===== src/rtl/trap_sequencer_pkg.sv =====
// Shared constants for the machine-mode trap sequencer: CSR addresses,
// mcause codes, mstatus/mie bit positions and FSM state encodings.
package trap_sequencer_pkg;

  // CSR addresses driven on the single CSR write port
  localparam logic [11:0] CSR_MSTATUS = 12'h300;
  localparam logic [11:0] CSR_MTVEC   = 12'h305;
  localparam logic [11:0] CSR_MEPC    = 12'h341;
  localparam logic [11:0] CSR_MCAUSE  = 12'h342;
  localparam logic [11:0] CSR_MTVAL   = 12'h343;

  // Exception codes (mcause interrupt bit clear)
  localparam logic [4:0] CAUSE_IAM    = 5'd0;
  localparam logic [4:0] CAUSE_ILL    = 5'd2;
  localparam logic [4:0] CAUSE_EBREAK = 5'd3;
  localparam logic [4:0] CAUSE_LAM    = 5'd4;
  localparam logic [4:0] CAUSE_SAM    = 5'd6;
  localparam logic [4:0] CAUSE_ECALL  = 5'd11;

  // Interrupt codes (mcause interrupt bit set)
  localparam logic [4:0] CAUSE_MSI = 5'd3;
  localparam logic [4:0] CAUSE_MTI = 5'd7;
  localparam logic [4:0] CAUSE_MEI = 5'd11;

  // mstatus fields
  localparam int MSTATUS_MIE    = 3;
  localparam int MSTATUS_MPIE   = 7;
  localparam int MSTATUS_MPP_LO = 11;

  // mie enable bits
  localparam int MIE_MSIE = 3;
  localparam int MIE_MTIE = 7;
  localparam int MIE_MEIE = 11;

  // FSM states, kept as plain constants so older code can compare against them
  localparam logic [2:0] ST_IDLE     = 3'd0;
  localparam logic [2:0] ST_W_EPC    = 3'd1;
  localparam logic [2:0] ST_W_CAUSE  = 3'd2;
  localparam logic [2:0] ST_W_TVAL   = 3'd3;
  localparam logic [2:0] ST_W_STAT   = 3'd4;
  localparam logic [2:0] ST_RET_STAT = 3'd5;
  localparam logic [2:0] ST_REDIR    = 3'd6;

  // Result of trap prioritisation
  typedef struct packed {
    logic       valid;     // some trap must be taken
    logic       is_int;    // interrupt rather than exception
    logic [4:0] code;      // mcause code
    logic       has_tval;  // mtval carries i_badval
  } trap_sel_t;

endpackage


===== src/rtl/trap_prio_enc.sv =====
// Combinational priority encoder: picks the highest-priority pending
// exception, or failing that the highest-priority enabled interrupt.
module trap_prio_enc
  import trap_sequencer_pkg::*;
(
  input  logic      i_exc_iam,
  input  logic      i_exc_ill,
  input  logic      i_exc_ebreak,
  input  logic      i_exc_ecall,
  input  logic      i_exc_lam,
  input  logic      i_exc_sam,
  input  logic      i_ext_int,
  input  logic      i_sw_int,
  input  logic      i_tmr_int,
  input  logic      i_meie,
  input  logic      i_msie,
  input  logic      i_mtie,
  input  logic      i_glob_mie,
  output trap_sel_t o_sel
);

  logic w_ext_take;
  logic w_sw_take;
  logic w_tmr_take;

  assign w_ext_take = i_glob_mie & i_ext_int & i_meie;
  assign w_sw_take  = i_glob_mie & i_sw_int  & i_msie;
  assign w_tmr_take = i_glob_mie & i_tmr_int & i_mtie;

  // Fixed-priority selection: exceptions first, then interrupts
  always_comb begin
    o_sel = '0;
    if (i_exc_iam) begin
      o_sel = '{valid: 1'b1, is_int: 1'b0, code: CAUSE_IAM, has_tval: 1'b1};
    end else if (i_exc_ill) begin
      o_sel = '{valid: 1'b1, is_int: 1'b0, code: CAUSE_ILL, has_tval: 1'b1};
    end else if (i_exc_ebreak) begin
      o_sel = '{valid: 1'b1, is_int: 1'b0, code: CAUSE_EBREAK, has_tval: 1'b0};
    end else if (i_exc_ecall) begin
      o_sel = '{valid: 1'b1, is_int: 1'b0, code: CAUSE_ECALL, has_tval: 1'b0};
    end else if (i_exc_lam) begin
      o_sel = '{valid: 1'b1, is_int: 1'b0, code: CAUSE_LAM, has_tval: 1'b1};
    end else if (i_exc_sam) begin
      o_sel = '{valid: 1'b1, is_int: 1'b0, code: CAUSE_SAM, has_tval: 1'b1};
    end else if (w_ext_take) begin
      o_sel = '{valid: 1'b1, is_int: 1'b1, code: CAUSE_MEI, has_tval: 1'b0};
    end else if (w_sw_take) begin
      o_sel = '{valid: 1'b1, is_int: 1'b1, code: CAUSE_MSI, has_tval: 1'b0};
    end else if (w_tmr_take) begin
      o_sel = '{valid: 1'b1, is_int: 1'b1, code: CAUSE_MTI, has_tval: 1'b0};
    end
  end

endmodule


===== src/rtl/trap_sequencer.sv =====
// Machine-mode trap controller: captures a trap or mret in IDLE, then
// drives the CSR write port one CSR per cycle and ends with a single
// PC-redirect pulse. The pipeline is stalled for the whole sequence.
module trap_sequencer
  import trap_sequencer_pkg::*;
#(
  parameter int XLEN = 32
) (
  input  logic            clk,
  input  logic            reset,
  input  logic            i_flush,
  input  logic            i_ext_int,
  input  logic            i_sw_int,
  input  logic            i_tmr_int,
  input  logic [XLEN-1:0] i_mie,
  input  logic [XLEN-1:0] i_mstatus,
  input  logic [XLEN-1:0] i_mtvec,
  input  logic [XLEN-1:0] i_mepc,
  input  logic            i_exc_iam,
  input  logic            i_exc_ill,
  input  logic            i_exc_ebreak,
  input  logic            i_exc_ecall,
  input  logic            i_exc_lam,
  input  logic            i_exc_sam,
  input  logic            i_is_mret,
  input  logic [XLEN-1:0] i_pc,
  input  logic [XLEN-1:0] i_badval,
  output logic            o_csr_we,
  output logic [11:0]     o_csr_addr,
  output logic [XLEN-1:0] o_csr_wdata,
  output logic            o_stall,
  output logic            o_redirect,
  output logic [XLEN-1:0] o_redirect_pc
);

  logic [2:0]      r_state;
  logic [XLEN-2:0] r_pc;      // halfword-aligned PC, bit 0 is always written as 0
  logic [XLEN-1:0] r_cause;
  logic [XLEN-1:0] r_tval;
  logic            r_mret;    // sequence in flight is an mret, not a trap

  trap_sel_t       w_sel;
  logic            w_idle;
  logic            w_capture;
  logic [XLEN-1:0] w_stat_trap;
  logic [XLEN-1:0] w_stat_ret;
  logic [XLEN-1:0] w_base;
  logic [XLEN-1:0] w_vec_pc;
  logic            w_vectored;
  logic            w_unused;

  trap_prio_enc u_prio (
    .i_exc_iam    (i_exc_iam),
    .i_exc_ill    (i_exc_ill),
    .i_exc_ebreak (i_exc_ebreak),
    .i_exc_ecall  (i_exc_ecall),
    .i_exc_lam    (i_exc_lam),
    .i_exc_sam    (i_exc_sam),
    .i_ext_int    (i_ext_int),
    .i_sw_int     (i_sw_int),
    .i_tmr_int    (i_tmr_int),
    .i_meie       (i_mie[MIE_MEIE]),
    .i_msie       (i_mie[MIE_MSIE]),
    .i_mtie       (i_mie[MIE_MTIE]),
    .i_glob_mie   (i_mstatus[MSTATUS_MIE]),
    .o_sel        (w_sel)
  );

  // Capture is blocked while reset is held so stall cannot leak out of reset
  assign w_idle    = (r_state == ST_IDLE);
  assign w_capture = reset & w_idle & ~i_flush & (w_sel.valid | i_is_mret);

  // Trap vector: base always, plus 4*cause in vectored mode for interrupts
  assign w_base     = {i_mtvec[XLEN-1:2], 2'b00};
  assign w_vectored = (i_mtvec[1:0] == 2'b01) & r_cause[XLEN-1];
  assign w_vec_pc   = w_base + {{(XLEN-7){1'b0}}, r_cause[4:0], 2'b00};

  // Bits the sequencer never looks at
  assign w_unused = ^{i_mie[XLEN-1:12], i_mie[10:8], i_mie[6:4], i_mie[2:0], i_pc[0]};

  // mstatus images for trap entry and mret, built from the live CSR value
  always_comb begin
    w_stat_trap                       = i_mstatus;
    w_stat_trap[MSTATUS_MPIE]         = i_mstatus[MSTATUS_MIE];
    w_stat_trap[MSTATUS_MIE]          = 1'b0;
    w_stat_trap[MSTATUS_MPP_LO +: 2]  = 2'b11;
    w_stat_ret                        = i_mstatus;
    w_stat_ret[MSTATUS_MIE]           = i_mstatus[MSTATUS_MPIE];
    w_stat_ret[MSTATUS_MPIE]          = 1'b1;
    w_stat_ret[MSTATUS_MPP_LO +: 2]   = 2'b11;
  end

  // State machine and trap capture; events outside IDLE are ignored
  always_ff @(posedge clk or negedge reset) begin
    if (!reset) begin
      r_state <= ST_IDLE;
      r_pc    <= '0;
      r_cause <= '0;
      r_tval  <= '0;
      r_mret  <= 1'b0;
    end else begin
      case (r_state)
        ST_IDLE: begin
          if (!i_flush) begin
            if (w_sel.valid) begin
              r_pc    <= i_pc[XLEN-1:1];
              r_cause <= {w_sel.is_int, {(XLEN-6){1'b0}}, w_sel.code};
              r_tval  <= w_sel.has_tval ? i_badval : '0;
              r_mret  <= 1'b0;
              r_state <= ST_W_EPC;
            end else if (i_is_mret) begin
              r_mret  <= 1'b1;
              r_state <= ST_RET_STAT;
            end
          end
        end
        ST_W_EPC:    r_state <= ST_W_CAUSE;
        ST_W_CAUSE:  r_state <= ST_W_TVAL;
        ST_W_TVAL:   r_state <= ST_W_STAT;
        ST_W_STAT:   r_state <= ST_REDIR;
        ST_RET_STAT: r_state <= ST_REDIR;
        ST_REDIR:    r_state <= ST_IDLE;
        default:     r_state <= ST_IDLE;
      endcase
    end
  end

  // Output decode: one CSR write per state, redirect in REDIR
  always_comb begin
    o_csr_we      = 1'b0;
    o_csr_addr    = 12'h000;
    o_csr_wdata   = '0;
    o_redirect    = 1'b0;
    o_redirect_pc = '0;
    o_stall       = ~w_idle | w_capture;
    case (r_state)
      ST_W_EPC: begin
        o_csr_we    = 1'b1;
        o_csr_addr  = CSR_MEPC;
        o_csr_wdata = {r_pc, 1'b0};
      end
      ST_W_CAUSE: begin
        o_csr_we    = 1'b1;
        o_csr_addr  = CSR_MCAUSE;
        o_csr_wdata = r_cause;
      end
      ST_W_TVAL: begin
        o_csr_we    = 1'b1;
        o_csr_addr  = CSR_MTVAL;
        o_csr_wdata = r_tval;
      end
      ST_W_STAT: begin
        o_csr_we    = 1'b1;
        o_csr_addr  = CSR_MSTATUS;
        o_csr_wdata = w_stat_trap;
      end
      ST_RET_STAT: begin
        o_csr_we    = 1'b1;
        o_csr_addr  = CSR_MSTATUS;
        o_csr_wdata = w_stat_ret;
      end
      ST_REDIR: begin
        o_redirect    = 1'b1;
        o_redirect_pc = r_mret ? i_mepc : (w_vectored ? w_vec_pc : w_base);
      end
      default: ;
    endcase
  end

endmodule


===== config.mk =====
export PLATFORM = sky130hd
export DESIGN_NAME = trap_sequencer
export DESIGN_NICKNAME = d
export VERILOG_FILES = /design/src/rtl/trap_sequencer_pkg.sv /design/src/rtl/trap_prio_enc.sv /design/src/rtl/trap_sequencer.sv
export SDC_FILE = /design/constraint.sdc
export NUM_CORES = 1
export LEC_CHECK = 0
export CORE_UTILIZATION = 39
export DETAILED_ROUTE_END_ITERATION = 16
export PLACE_DENSITY = 0.83
export SETUP_SLACK_MARGIN = 0.3
export SYNTH_ARGS = -nofsm -noshare
export SYNTH_HDL_FRONTEND = slang
export SYNTH_SLANG_ARGS = --single-unit

===== constraint.sdc =====
create_clock -name clk -period 4.4 [get_ports clk]
set_input_delay 1.32 -clock clk [delete_from_list [all_inputs] [get_ports clk]]
set_output_delay 1.32 -clock clk [all_outputs]
set_load 0.01 [all_outputs]

==> Implementation_results.wiki <==
{| class="wikitable"
! Metric !! Value
|-
| Result of the run || finished with violations
|-
| Overflow after GRT || 0
|-
| Placeable Area || 12060 um^2
|-
| Critical Path Max Stage Delay || 0.24 ns
|-
| Clock group share of total power || 17.7%
|-
| Synth Flop Type || dfrtp_1
|-
| Input/output buffers || 244
|-
| Max-cap check violation count || 0
|-
| Insertion delay of the later-clocked pin in the worst-skew pair || 0.33 ns
|-
| Starting DRT DRC Count || 373
|-
| Row count || 40
|-
| DR pass1 iterations || 7
|-
| Class of the tightest hold or removal check || flip-flop to flip-flop
|-
| Buffering stage count on the worst path with inverters included || 8
|-
| Achievable frequency || 221.6 MHz
|-
| Number of synthesized flops with an enable pin || 0
|-
| CTS Root Cell || clkbuf_16
|-
| Arrival time of the worst setup path || 3.19 ns
|-
| # DRC || 0
|-
| Cell-by-cell trace of the critical path || buf_8 -> ha_4 -> buf_6 -> buf_6 -> buf_6 -> buf_6 -> a211oi_4 -> o21bai_1 -> buf_4 -> buf_6 -> nand4b_4 -> o21ai_0 -> a31oi_4 -> buf_6
|-
| Violated checks || negative setup slack
|-
| Clock-pin slew reported for the worst setup and hold paths after clock tree synthesis || 0.06 ns
|-
| Proportion of register bits with asynchronous set or reset after synthesis || 100.0%
|-
| RSZ-0062 raised after global routing || yes
|-
| Count of pins on the block boundary || 284
|-
| Number of max-slew violations in the final report || 0
|-
| Dominant cell type by count on the critical path || buf_6
|-
| Vias/cell || 5.242
|-
| Pre-CTS setup slack || -1.063 ns
|-
| Data required time at the worst endpoint || 3.08 ns
|-
| # H-tree levels || 3
|-
| Clk buf depth || 2
|-
| Fraction of synthesized cell area taken by the top area cell type || 37.16%
|-
| # diodes || 0
|-
| Placed cell count || 1005
|-
| Final number of setup-violating endpoints || 11
|-
| Kind of end point of the critical path || output pin
|-
| Number of global-route vias before repair || 5597
|-
| Total power || 4.304 mW
|-
| Dominant cell type by area after synthesis || dfrtp_1
|-
| Combinational fraction of design power || 54.0%
|-
| DP HPWL || 12.82 mm
|-
| Net load switching power || 1.611 mW
|-
| Highest ir drop seen on vdd || 0.3242 mV
|-
| Final worst path period need || 4.512 ns
|-
| Setup_tns || -0.6185 ns
|-
| Total via count in the routed design || 5441
|-
| Final design instance area without fill || 8596 um^2
|-
| CP max-delay cell || a31oi_4
|-
| Wire length of the first global-routing pass || 27.59 mm
|-
| CP top delay family || buffers and inverters
|-
| Antenna violations before repair || 0
|-
| Clock Skew || 0.007138 ns
|-
| Total global routing track utilization || 27.28%
|-
| Cell area reported after detailed placement || 7823 um^2
|-
| Total number of yosys warnings || 0
|-
| Die W || 113.5 um
|-
| Number of routed nets with antenna violations || 0
|-
| Area of the die || 12880 um^2
|-
| Max FO, Critical Path || 3
|-
| Final Hold Fails || 0
|-
| Largest net degree at the start of global routing || 73
|-
| Clk sinks || 72
|-
| Routed wire length || 17.70 mm
|-
| Layout area overhead || 77.29%
|-
| Effective utilization at floorplan || 40.20%
|-
| Routability-driven placement congestion ratio || 0.8541
|-
| Fraction of layout instances using a drive strength above 1 || 25.86%
|-
| Internal power of the cells || 2.693 mW
|-
| Net count, final || 1077
|-
| Slew at the pin with the worst max-slew slack || 0.8717 ns
|-
| Non-filler instance count after layout || 1038
|-
| Leak pwr || 3.768 nW
|-
| Synth cell types || 57
|-
| Share of synthesized area occupied by flip-flops and latches || 37.16%
|-
| Class of the most critical setup path || primary input to output pin
|-
| Area of the mapped netlist || 4848 um^2
|-
| Net switching share of the total power || 37.43%
|-
| Total power density per cell area || 500.7 nW/um^2
|-
| Hold buffers post-CTS || 0
|-
| Clock tree from TritonCTS || built
|-
| Tightest slew margin relative to the limit || 41.89%
|-
| Flops & latches, synth || 72
|-
| Number of buffers inserted during clock tree synthesis || 9
|-
| Sequential cell fraction of total power || 28.3%
|-
| Area contributors post-synth || dfrtp_1 (37%), o21ai_0 (10%), nand2_1 (8.7%)
|-
| Avg Cell Area, Syn || 8.491 um^2
|-
| Share of the cycle needed by the critical path after routing || 102.6%
|-
| Vertical die dimension || 113.5 um
|-
| Critical Path Source Type || primary input
|-
| PnR worst setup slack || -0.1123 ns
|-
| WL/cell || 17.05 um
|-
| Cells after synthesis || 571
|}
## worst paths after layout
path,from,endpoint,slack [ns],cells past startpoint
max in group asynchronous,reset,r_state[1],2.56,2
min in group asynchronous,reset,r_cause[0],1.24,2
worst max register to register,r_state[1],r_pc[30],2.05,6
worst min register to register,r_tval[23],r_tval[23],0.48,2
worst min-delay path,r_tval[23],r_tval[23],0.48,2
worst max-delay path,i_mtvec[2],o_redirect_pc[31],-0.11,14
## cells in the mapped netlist (4+ instances only)
library cell,n
a21oi_1,29
nand4_1,6
inv_1,13
xnor2_1,4
buf_6,4
mux2_2,35
mux2i_1,25
nand3_1,8
a21o_1,4
a31oi_1,6
nor2b_1,4
o211ai_1,4
xor2_1,19
and3_1,4
ha_1,4
clkbuf_1,25
o2111ai_1,5
nor2_1,14
dfrtp_1,72
buf_2,8
or3_1,4
o21ai_0,101
buf_4,9
nand2_1,113
## metal layers
layer  track usage (%)  vias to the layer above  share of wire, %
met3             6.589                       32               8.2
met5                 0                        -                 0
met2             50.37                      248                51
met4             10.61                        0               2.2
li1                  -                     2590                 -
met1             30.04                     2571                38
## per-stage QoR
stage                     hold slack [ns]  util, %
after global placement             0.4560    64.85
after floorplan                    0.4444        -
after CTS                          0.4831    69.64
after global routing               0.5059    71.27
final                              0.4768    71.27
after detailed placement           0.4687    64.85
## kinds of logic after synthesis
group,after synthesis,share of synthesized area [%]
AOI/OAI and AO/OA,177,21.19
xor gates and xnor gates,23,4.155
adders and majority gates,5,1.445
buffers and inverters,62,6.322
DFF,72,37.16
muxes,60,13.29
other,1,0.07735
and+or+nand+nor,171,16.36
## sequential cells by signal (all words and copies together), names as in the netlist
name     count
r_state      3
r_tval      32
r_cause      5
r_mret       1
r_pc        31
## worst reg2reg max path, stage by stage (launching register included)
cell and delay, ns:
dfrtp_2 0.58, buf_6 0.37, or3_4 0.23, nor2_2 0.06
o21ai_4 0.07, buf_4 0.49, mux2_2 0.44
## cells in the final DEF (no fill, tap or decap), types with 3 or more instances in the layout
cell             count
clkdlybuf4s50_1    188
nand2_1            111
o21ai_0             98
dfrtp_1             71
buf_4               58
mux2_2              35
buf_6               29
buf_2               26
mux2i_1             25
a21oi_1             21
xor2_1              17
dlygate4sd2_1       13
inv_1               12
nor2_1              11
clkbuf_16            9
a21oi_2              8
dlymetal6s2s_1       8
conb_1               7
nand4_1              6
nor2_2               4
nor2b_1              4
a21o_1               4
o211ai_1             4
and3_1               4
ha_4                 4
a22oi_1              3
nand3_2              3
or3_1                3
nand3_1              3
o2111ai_2            3
## final cells by class
type | count | area [um^2]
Tap cell | 168 | 210.2
Inverter | 14 | 52.55
Clock buffer | 11 | 242.7
Fill cell | 884 | 3466
Multi-Input combinational cell | 443 | 3161
Clock inverter | 3 | 67.56
Timing Repair Buffer | 327 | 3059
Sequential cell | 72 | 1803
## power groups by stage
stage	Sequential (mW)	Combinational (mW)	Clock (mW)
after floorplan	1.11	1.25	0
after global placement	1.18	2.13	0
after detailed placement	1.21	2.19	0
after CTS	1.21	2.25	0.775
after global routing	1.26	2.53	0.800
final	1.22	2.32	0.762
## timing repair
action                     in CTS  in global routing
setup buffers                  14                  5
setup endpoints to repair      32                 32
pin swaps                      60                 40
resized for setup             210                 35
Power figures use the tool's default switching activity.
